### src/rtl/trng_pkg.sv
// Shared state encoding and default sizing for the TRNG sequencer.
package trng_pkg;

  typedef enum logic [2:0] {
    IDLE,
    WARMUP,
    COLLECT,
    HOLD,
    FAULT
  } trng_state_e;

  localparam int TRNG_WORD_W    = 8;
  localparam int TRNG_WARMUP    = 16;
  localparam int TRNG_REP_LIMIT = 32;

endpackage

### src/rtl/vn_pair_filter.sv
// Von Neumann pair extractor over non-overlapping sample pairs.
// Accept strobe is combinational on the second sample of a differing pair; no backpressure.
module vn_pair_filter (
  input  logic clk,
  input  logic rst_b,
  input  logic clr,
  input  logic bit_in,
  output logic acc,
  output logic acc_bit
);

  logic phase_q;
  logic first_q;

  always_ff @(posedge clk or negedge rst_b) begin
    if (!rst_b) begin
      phase_q <= 1'b0;
      first_q <= 1'b0;
    end else if (clr) begin
      phase_q <= 1'b0;
    end else begin
      phase_q <= ~phase_q;
      if (!phase_q) first_q <= bit_in;
    end
  end

  // 10 yields 1, 01 yields 0; equal pairs are dropped
  assign acc     = phase_q & ~clr & (bit_in ^ first_q);
  assign acc_bit = first_q;

endmodule

### src/rtl/trng_seq_ctrl.sv
// Ring-oscillator sequencer: warm-up, Von Neumann extraction, word packing, repetition-count health test.
// First word valid WARMUP+2*WORD_W cycles after start; word is held in HOLD until valid&ready.
module trng_seq_ctrl
  import trng_pkg::*;
#(
  parameter int WORD_W    = TRNG_WORD_W,
  parameter int WARMUP    = TRNG_WARMUP,
  parameter int REP_LIMIT = TRNG_REP_LIMIT
) (
  input  logic              clk,
  input  logic              rst_b,
  input  logic              start,
  input  logic              raw_bit,
  input  logic              ready,
  input  logic              clear_fault,
  output logic              osc_en,
  output logic [WORD_W-1:0] word_out,
  output logic              valid,
  output logic              busy,
  output logic              fault
);

  localparam int WCNT_W = $clog2(WARMUP + 1);
  localparam int BCNT_W = $clog2(WORD_W + 1);
  localparam int RCNT_W = $clog2(REP_LIMIT + 1);

  trng_state_e state_q, state_d;

  logic [WCNT_W-1:0] warm_q;
  logic [BCNT_W-1:0] bit_q;
  logic [RCNT_W-1:0] rep_q, rep_nxt;
  logic              prev_q;
  // Holds the WORD_W-1 most recent accepted bits; the last bit joins directly at completion
  logic [WORD_W-2:0] sr_q;
  logic [WORD_W-1:0] word_q;

  logic in_collect, stay_collect;
  logic acc, acc_bit;
  logic warm_done, rep_trip, word_done, xfer;

  vn_pair_filter u_vn (
    .clk     (clk),
    .rst_b   (rst_b),
    .clr     (~in_collect),
    .bit_in  (raw_bit),
    .acc     (acc),
    .acc_bit (acc_bit)
  );

  assign in_collect   = (state_q == COLLECT);
  assign stay_collect = in_collect && (state_d == COLLECT);
  assign warm_done    = (warm_q == WCNT_W'(WARMUP - 1));
  assign rep_nxt      = (rep_q == '0 || raw_bit != prev_q) ? RCNT_W'(1) : rep_q + RCNT_W'(1);
  assign rep_trip     = in_collect && (rep_nxt == RCNT_W'(REP_LIMIT));
  assign word_done    = acc && (bit_q == BCNT_W'(WORD_W - 1));
  assign xfer         = (state_q == HOLD) && ready;

  always_ff @(posedge clk or negedge rst_b) begin
    if (!rst_b) state_q <= IDLE;
    else        state_q <= state_d;
  end

  always_comb begin
    state_d = state_q;
    case (state_q)
      IDLE:            if (start) state_d = trng_pkg::WARMUP;
      trng_pkg::WARMUP: begin
        if (!start)         state_d = IDLE;
        else if (warm_done) state_d = COLLECT;
      end
      COLLECT: begin
        if (rep_trip)       state_d = FAULT;
        else if (!start)    state_d = IDLE;
        else if (word_done) state_d = HOLD;
      end
      HOLD:            if (xfer) state_d = start ? COLLECT : IDLE;
      FAULT:           if (clear_fault) state_d = IDLE;
      default:         state_d = IDLE;
    endcase
  end

  always_comb begin
    osc_en = 1'b0;
    valid  = 1'b0;
    busy   = 1'b0;
    fault  = 1'b0;
    case (state_q)
      trng_pkg::WARMUP, COLLECT: begin
        osc_en = 1'b1;
        busy   = 1'b1;
      end
      HOLD: begin
        osc_en = 1'b1;
        busy   = 1'b1;
        valid  = 1'b1;
      end
      FAULT:   fault = 1'b1;
      default: ;
    endcase
  end

  always_ff @(posedge clk or negedge rst_b) begin
    if (!rst_b) begin
      warm_q <= '0;
      bit_q  <= '0;
      rep_q  <= '0;
      prev_q <= 1'b0;
      sr_q   <= '0;
      word_q <= '0;
    end else begin
      warm_q <= (state_q == trng_pkg::WARMUP && state_d == trng_pkg::WARMUP)
                ? warm_q + WCNT_W'(1) : '0;
      if (!stay_collect) bit_q <= '0;
      else if (acc)      bit_q <= bit_q + BCNT_W'(1);
      rep_q <= stay_collect ? rep_nxt : '0;
      if (in_collect) prev_q <= raw_bit;
      if (in_collect && acc) sr_q <= {acc_bit, sr_q[WORD_W-2:1]};
      if (in_collect && state_d == HOLD) word_q <= {acc_bit, sr_q};
    end
  end

  assign word_out = word_q;

endmodule

### config.mk
export PLATFORM = sky130hd
export DESIGN_NAME = trng_seq_ctrl
export DESIGN_NICKNAME = d
export VERILOG_FILES = /design/src/rtl/trng_pkg.sv /design/src/rtl/vn_pair_filter.sv /design/src/rtl/trng_seq_ctrl.sv
export SDC_FILE = /design/constraint.sdc
export NUM_CORES = 1
export LEC_CHECK = 0
export ABC_AREA = 1
export CORE_UTILIZATION = 33
export CTS_CLUSTER_SIZE = 14
export DETAILED_ROUTE_END_ITERATION = 10
export PLACE_DENSITY = 0.59
export SYNTH_ARGS = -nofsm -noshare
export SYNTH_HDL_FRONTEND = slang
export SYNTH_SLANG_ARGS = --single-unit
### constraint.sdc
create_clock -name clk -period 4.4 [get_ports clk]
set_input_delay 0.88 -clock clk [delete_from_list [all_inputs] [get_ports clk]]
set_output_delay 0.88 -clock clk [all_outputs]
set_load 0.03 [all_outputs]
Word-level counts from Yosys, hierarchy flattened

Index checks and enable logic that the tools add are counted.

Register bits: 36
Bits of input ports: 6
Output and inout port bits: 12
Word-level logic and storage cells: 59

Add/subtract/negate cells: 3
Equality and inequality tests: 12
Multiplexer cells: 19
Bitwise gates (word level): 4
Reduce and logical (&&, ||, !) cells: 12

Operators by type and width:

| cell                                                | count |
|---|---|
| two-way mux 3 bit                                   | 8 |
| case mux 3 bit (5 select lines)                     | 1 |
| equality test 3 x 2 -> 1 bit, second input constant | 4 |
| two-way mux 6 bit                                   | 2 |
| two-way mux 4 bit                                   | 2 |
| logical AND 1 bit                                   | 7 |
| adder 6 x 1 -> 6 bit, second input constant         | 1 |
| equality test 3 x 1 -> 1 bit, second input constant | 2 |
| equality test 6 bit, second input constant          | 1 |
| logical NOT 6 bit                                   | 1 |
| adder 5 x 1 -> 5 bit, second input constant         | 1 |
| equality test 5 x 4 -> 1 bit, second input constant | 1 |
| two-way mux 5 bit                                   | 1 |
| adder 4 x 1 -> 4 bit, second input constant         | 1 |
| equality test 4 x 3 -> 1 bit, second input constant | 1 |
| two-way mux 1 bit                                   | 4 |
| equality test 3 bit, second input constant          | 1 |
| logical NOT 3 bit                                   | 1 |
| OR reduction 3 bit                                  | 1 |
| bitwise AND 1 bit                                   | 2 |
| two-way mux 2 bit                                   | 1 |
| != test 2 x 1 -> 1 bit, second input constant       | 1 |
| AND reduction 2 bit                                 | 1 |
| logical OR 1 bit                                    | 1 |
| 3 further kinds                                     | 3 |

Logic depth before layout (Yosys ltp)

Word-level depth: 11
Mapped depth: 10
Mapped depth without buffers: 10

Modules after synthesis

Synthesis repeated with hierarchy kept, for this count alone.

Cell total of the unflattened synthesis: 187
Area, all modules: 1731.7 sq um

By module, submodules not included:

| module         | times used | cells an instance | area each (sq um) | sequential area each (sq um) |
|---|---|---|---|---|
| trng_seq_ctrl  | 1          | 173               | 1630.3            | 850.8 |
| vn_pair_filter | 1          | 14                | 101.3             | 50.0 |

Least setup slack after synthesis

Ideal clock, no wire load.

Path type: reg-to-output
Start: register state_q[0]
End: output port osc_en
Data arrival time: 1.225 ns
Required time: 3.520 ns
Setup slack: 2.295 ns
Stages on the path, launching flop included: 4
Buffers on the path: 1
Path through: dfrtp_1 -> inv_2 -> a21oi_1 -> buf_4

Word-level cells in the longest chain between the ends: 3
Elaborated cells between the ends (all ways): 5
Classes of those cells: eq/ne: 3; mux: 1; reduce/logical: 1

Ends and longest elaborated chain:

| what                                                                         | RTL line            | text |
|---|---|---|
| start, declared                                                              | trng_seq_ctrl.sv:27 | `trng_state_e state_q, state_d;` |
| start signal, assigned                                                       | trng_seq_ctrl.sv:60 | `else state_q <= state_d;` |
| equality test 3 x 2 -> 1 bit or equality test 3 x 1 -> 1 bit (tied branches) | -                   |  |
| OR reduction 3 bit (no line) (*)                                             | -                   |  |
| two-way mux 1 bit (*)                                                        | -                   |  |
| end, declared                                                                | trng_seq_ctrl.sv:16 | `output logic osc_en,` |

Mark *: on every way between the ends. The rest lies on a longest branch, timed or not.

Worst setup path in the final report

Start: input port start
End: register rep_q[5]

Word-level cells in the longest chain between the ends: 6
Elaborated cells between the ends (all ways): 10
Classes of those cells: eq/ne: 1; mux: 8; reduce/logical: 1

Ends and longest elaborated chain:

| what                                                   | RTL line                                 | text |
|---|---|---|
| start, declared                                        | trng_seq_ctrl.sv:12                      | `input logic start,` |
| two-way mux 3 bit or two-way mux 2 bit (tied branches) | trng_seq_ctrl.sv:73, trng_seq_ctrl.sv:76 |  |
| two-way mux 3 bit, on equally long branches            | trng_seq_ctrl.sv:72, trng_seq_ctrl.sv:76 |  |
| case mux 3 bit (5 select lines) (*)                    | trng_seq_ctrl.sv:65                      | `case (state_q)` |
| equality test 3 x 2 -> 1 bit (*)                       | trng_seq_ctrl.sv:51                      | `assign stay_collect = in_collect && (state_d == COLLECT);` |
| logical AND 1 bit (*)                                  | trng_seq_ctrl.sv:51                      |  |
| two-way mux 6 bit (*)                                  | trng_seq_ctrl.sv:115                     | `rep_q <= stay_collect ? rep_nxt : '0;` |
| end signal, assigned                                   | trng_seq_ctrl.sv:115                     |  |
| end, declared                                          | trng_seq_ctrl.sv:31                      | `logic [RCNT_W-1:0] rep_q, rep_nxt;` |

Marks and branches as above.
A chain may end at the register's enable or synchronous reset.

==> flow_summary_export.csv <==
group,metric,value,unit
logic_synthesis,synth_compound_area_share,4.90,%
logic_synthesis,synth.yosys.seq_area_share,51.9,%
routing,wl_met2,1460,um
logic_synthesis,ys_ff_latch,36,
floorplanning,io_pins,18,
sta,rsz0062_at_grt,"no",
routing,highest_layer,"met4",
worst_hold_path,hp-class,"flop to flop",
critical_path,path_class,"primary input to flop",
clock_network,htreeDepth,2,
logic_synthesis,synth.distinct_cells,31,
clock_network,clkLatencyLatePin,290,ps
power,p_total,0.689,mW
sta,worstMarginPinSlew,877,ps
sta,setup_tns,0,ps
logic_synthesis,synthSimpleGateAreaFrac,27.5,%
finish,fin_nets,218,
placement,io_buffer_count,17,
global_route,grt_pass1_vias,1225,
run,drv_cap,0,
clock_network,cts_setup_buffers,0,
routing,viasPerCell,4.51,
clock_network,cts-root-buf,"clkbuf_8",
outcome,status,"completed",
logic_synthesis,yosysTopAreaCell,"dfrtp_1",
routing,routedWlPerCell,11.2,um
routing,ant_nets,0,
clock_network,hold_buffers,0,
clock_network,clk_pin_slew_worst_paths,70,ps
sta,max_freq,395,MHz
finish,layout-drive-gt1-share,13.5,%
sta,finalCriticalPeriod,2530,ps
placement,dpl.cell_count,270,
clock_network,cts_tree,"done",
sta,fin_crit_sh,57.6,%
routing,wl_met1,1460,um
clock_network,cts_sinks,36,
floorplanning,dieWidth,74.5,um
finish,antenna_cells,0,
global_route,track_usage,13.4,%
global_route,grt_max_degree,37,
logic_synthesis,synth_adder_area_share,3.60,%
logic_synthesis,muxShareOfSynthArea,1.22,%
finish,syn_to_final_growth,19.8,%
sta,setup_violations,0,
critical_path,end_kind,"flop",
clock_network,post_cts_resized,0,
floorplanning,die_h,74.5,um
logic_synthesis,synth_nets,197,
floorplanning,die_area,0.00556,mm2
clock_network,numCtsBuffers,5,
routing,drtPass1Iterations,4,
floorplanning,row_count,26,
global_route,antenna_found_initial,0,
finish,seqCellArea,901,um2
power,power.density,331,mW/mm2
routing,met3_length,160,um
logic_synthesis,syn_area_per_cell,9.34,um2
sta,maxSlewHeadroom,41.3,%
logic_synthesis,synth-xor-area-share,4.47,%
finish,multi_input_area,724,um2
sta,slew_viol_final,0,
logic_synthesis,ys_top_cells_by_area,"dfrtp_1 52%, nand2_1 8.0%, nor2_1 5.2%, nand4_1 5.0%, inv_1 3.7%",
finish,fin_cells,278,
logic_synthesis,synth_top_family_by_area,"simple AND/OR/NAND/NOR gates",
logic_synthesis,ys_warn_count,0,
global_route,grt-ovfl-total,0,
finish,final_cell_mix,"37 x nand2_1, 36 x dfrtp_1, 24 x nor2_1",
sta,fin_hold_ws,454,ps
finish,fillers,529,
floorplanning,start_util,34.2,%
routing,first_iter_violations,51,
routing,drc_errors,0,
power,ir_drop,0.133,mV
floorplanning,coreArea,0.00507,mm2
placement,gp_congestion,0.717,
power,cellLeakagePower,0.966,nW
sta,final_hold_viol_count,0,
logic_synthesis,synth.top_cell.area_share,51.9,%
critical_path,worst-path-max-fanout,11,
critical_path,cp-start-kind,"primary input",
logic_synthesis,syn_area,0.00174,mm2
critical_path,arrival,2740,ps
global_route,grt_pass1_wl,5440,um
logic_synthesis,synthCells,186,
critical_path,cp.required,4610,ps
clock_network,cts_max_path_buffers,2,
routing,num_vias,1254,
finish,mostFrequentLayoutCell,"nand2_1",
sta,finalClockSkew,10.9,ps
routing,wirelength,3130,um
placement,dp_hpwl,2240,um
-- metal layers --
metal / vias to the layer above / GRT usage (%)
met2: 25 / 20.6
met1: 581 / 17.3
met4: 0 / 5.03
met3: 5 / 4.88
li1: 643 / -
met5: - / 0
-- synthesized netlist by cell type --
cell	number
nand3_4	2
nor3_1	1
nor2_4	1
nor2_2	2
dfrtp_1	36
xor2_2	1
and3_1	1
o21ai_0	9
nand2_2	1
nand2_1	37
a22oi_2	1
nand4_2	1
buf_6	1
nand3_1	6
nand4_1	14
ha_1	5
inv_2	4
xor2_1	5
buf_2	2
a21oi_1	3
mux2_2	1
o211ai_2	1
xnor2_1	2
clkinv_1	1
or2_2	2
buf_4	1
nor3_2	1
nand3_2	2
inv_1	17
nor2_1	24
mux2i_1	1
-- through the flow --
stage               setup WS, ps  cell area (um2)  util (%)
floorplan                   2300             1740         -
global placement            1640             1970      38.9
detailed placement          1560             1970      38.9
CTS                         1840             2080      41.0
global route                1700             2080      41.0
finish                      1870             2080      41.0
-- logic make-up (layout without fill, tap and decap cells) --
kind of cell,Yosys count,after routing
fa+ha+maj,5,5
mux,2,2
simple gates,95,95
flops,36,36
buf+inv,26,48
xor+xnor,8,8
compound gates,14,14
-- layout make-up --
class / instances / area share, %
Clock inverter: 2 / 1.68
Clock buffer: 6 / 3.49
Sequential cell: 36 / 43.3
Tap cell: 70 / 4.21
Timing Repair Buffer: 18 / 8.54
Inverter: 22 / 3.97
Multi-Input combinational cell: 124 / 34.8
-- sequential cells by signal (all words and copies together), names as in the netlist --
name          flops
sr_q              7
rep_q             6
u_vn.acc_bit      1
state_q           3
u_vn.phase_q      1
prev_q            1
warm_q            5
word_out          8
bit_q             4
-- power by group --
part | internal (mW) | leakage (nW) | total, mW | switching [mW]
Clock | 0.168 | 0.0552 | 0.281 | 0.113
Combinational | 0.0221 | 0.432 | 0.0540 | 0.0319
Sequential | 0.344 | 0.479 | 0.353 | 0.00953
-- path summary, 6_finish.rpt --
path | startpoint | to | slack (ps) | cells past startpoint
max | start | rep_q[5] | 1870 | 5
min | u_vn.phase_q | u_vn.phase_q | 450 | 1
max reg2reg | state_q[2] | rep_q[5] | 2320 | 5
min reg2reg | u_vn.phase_q | u_vn.phase_q | 450 | 1
max in group asynchronous | rst_b | word_out[5] | 3060 | 2
min in group asynchronous | rst_b | bit_q[2] | 1020 | 2
-- worst max-delay path, stage by stage --
cell	delay, ps
clkdlybuf4s50_1	510
inv_1	60
nor2_1	680
nand4_2	420
nor2_1	190
(Power assumes the default switching activity.)
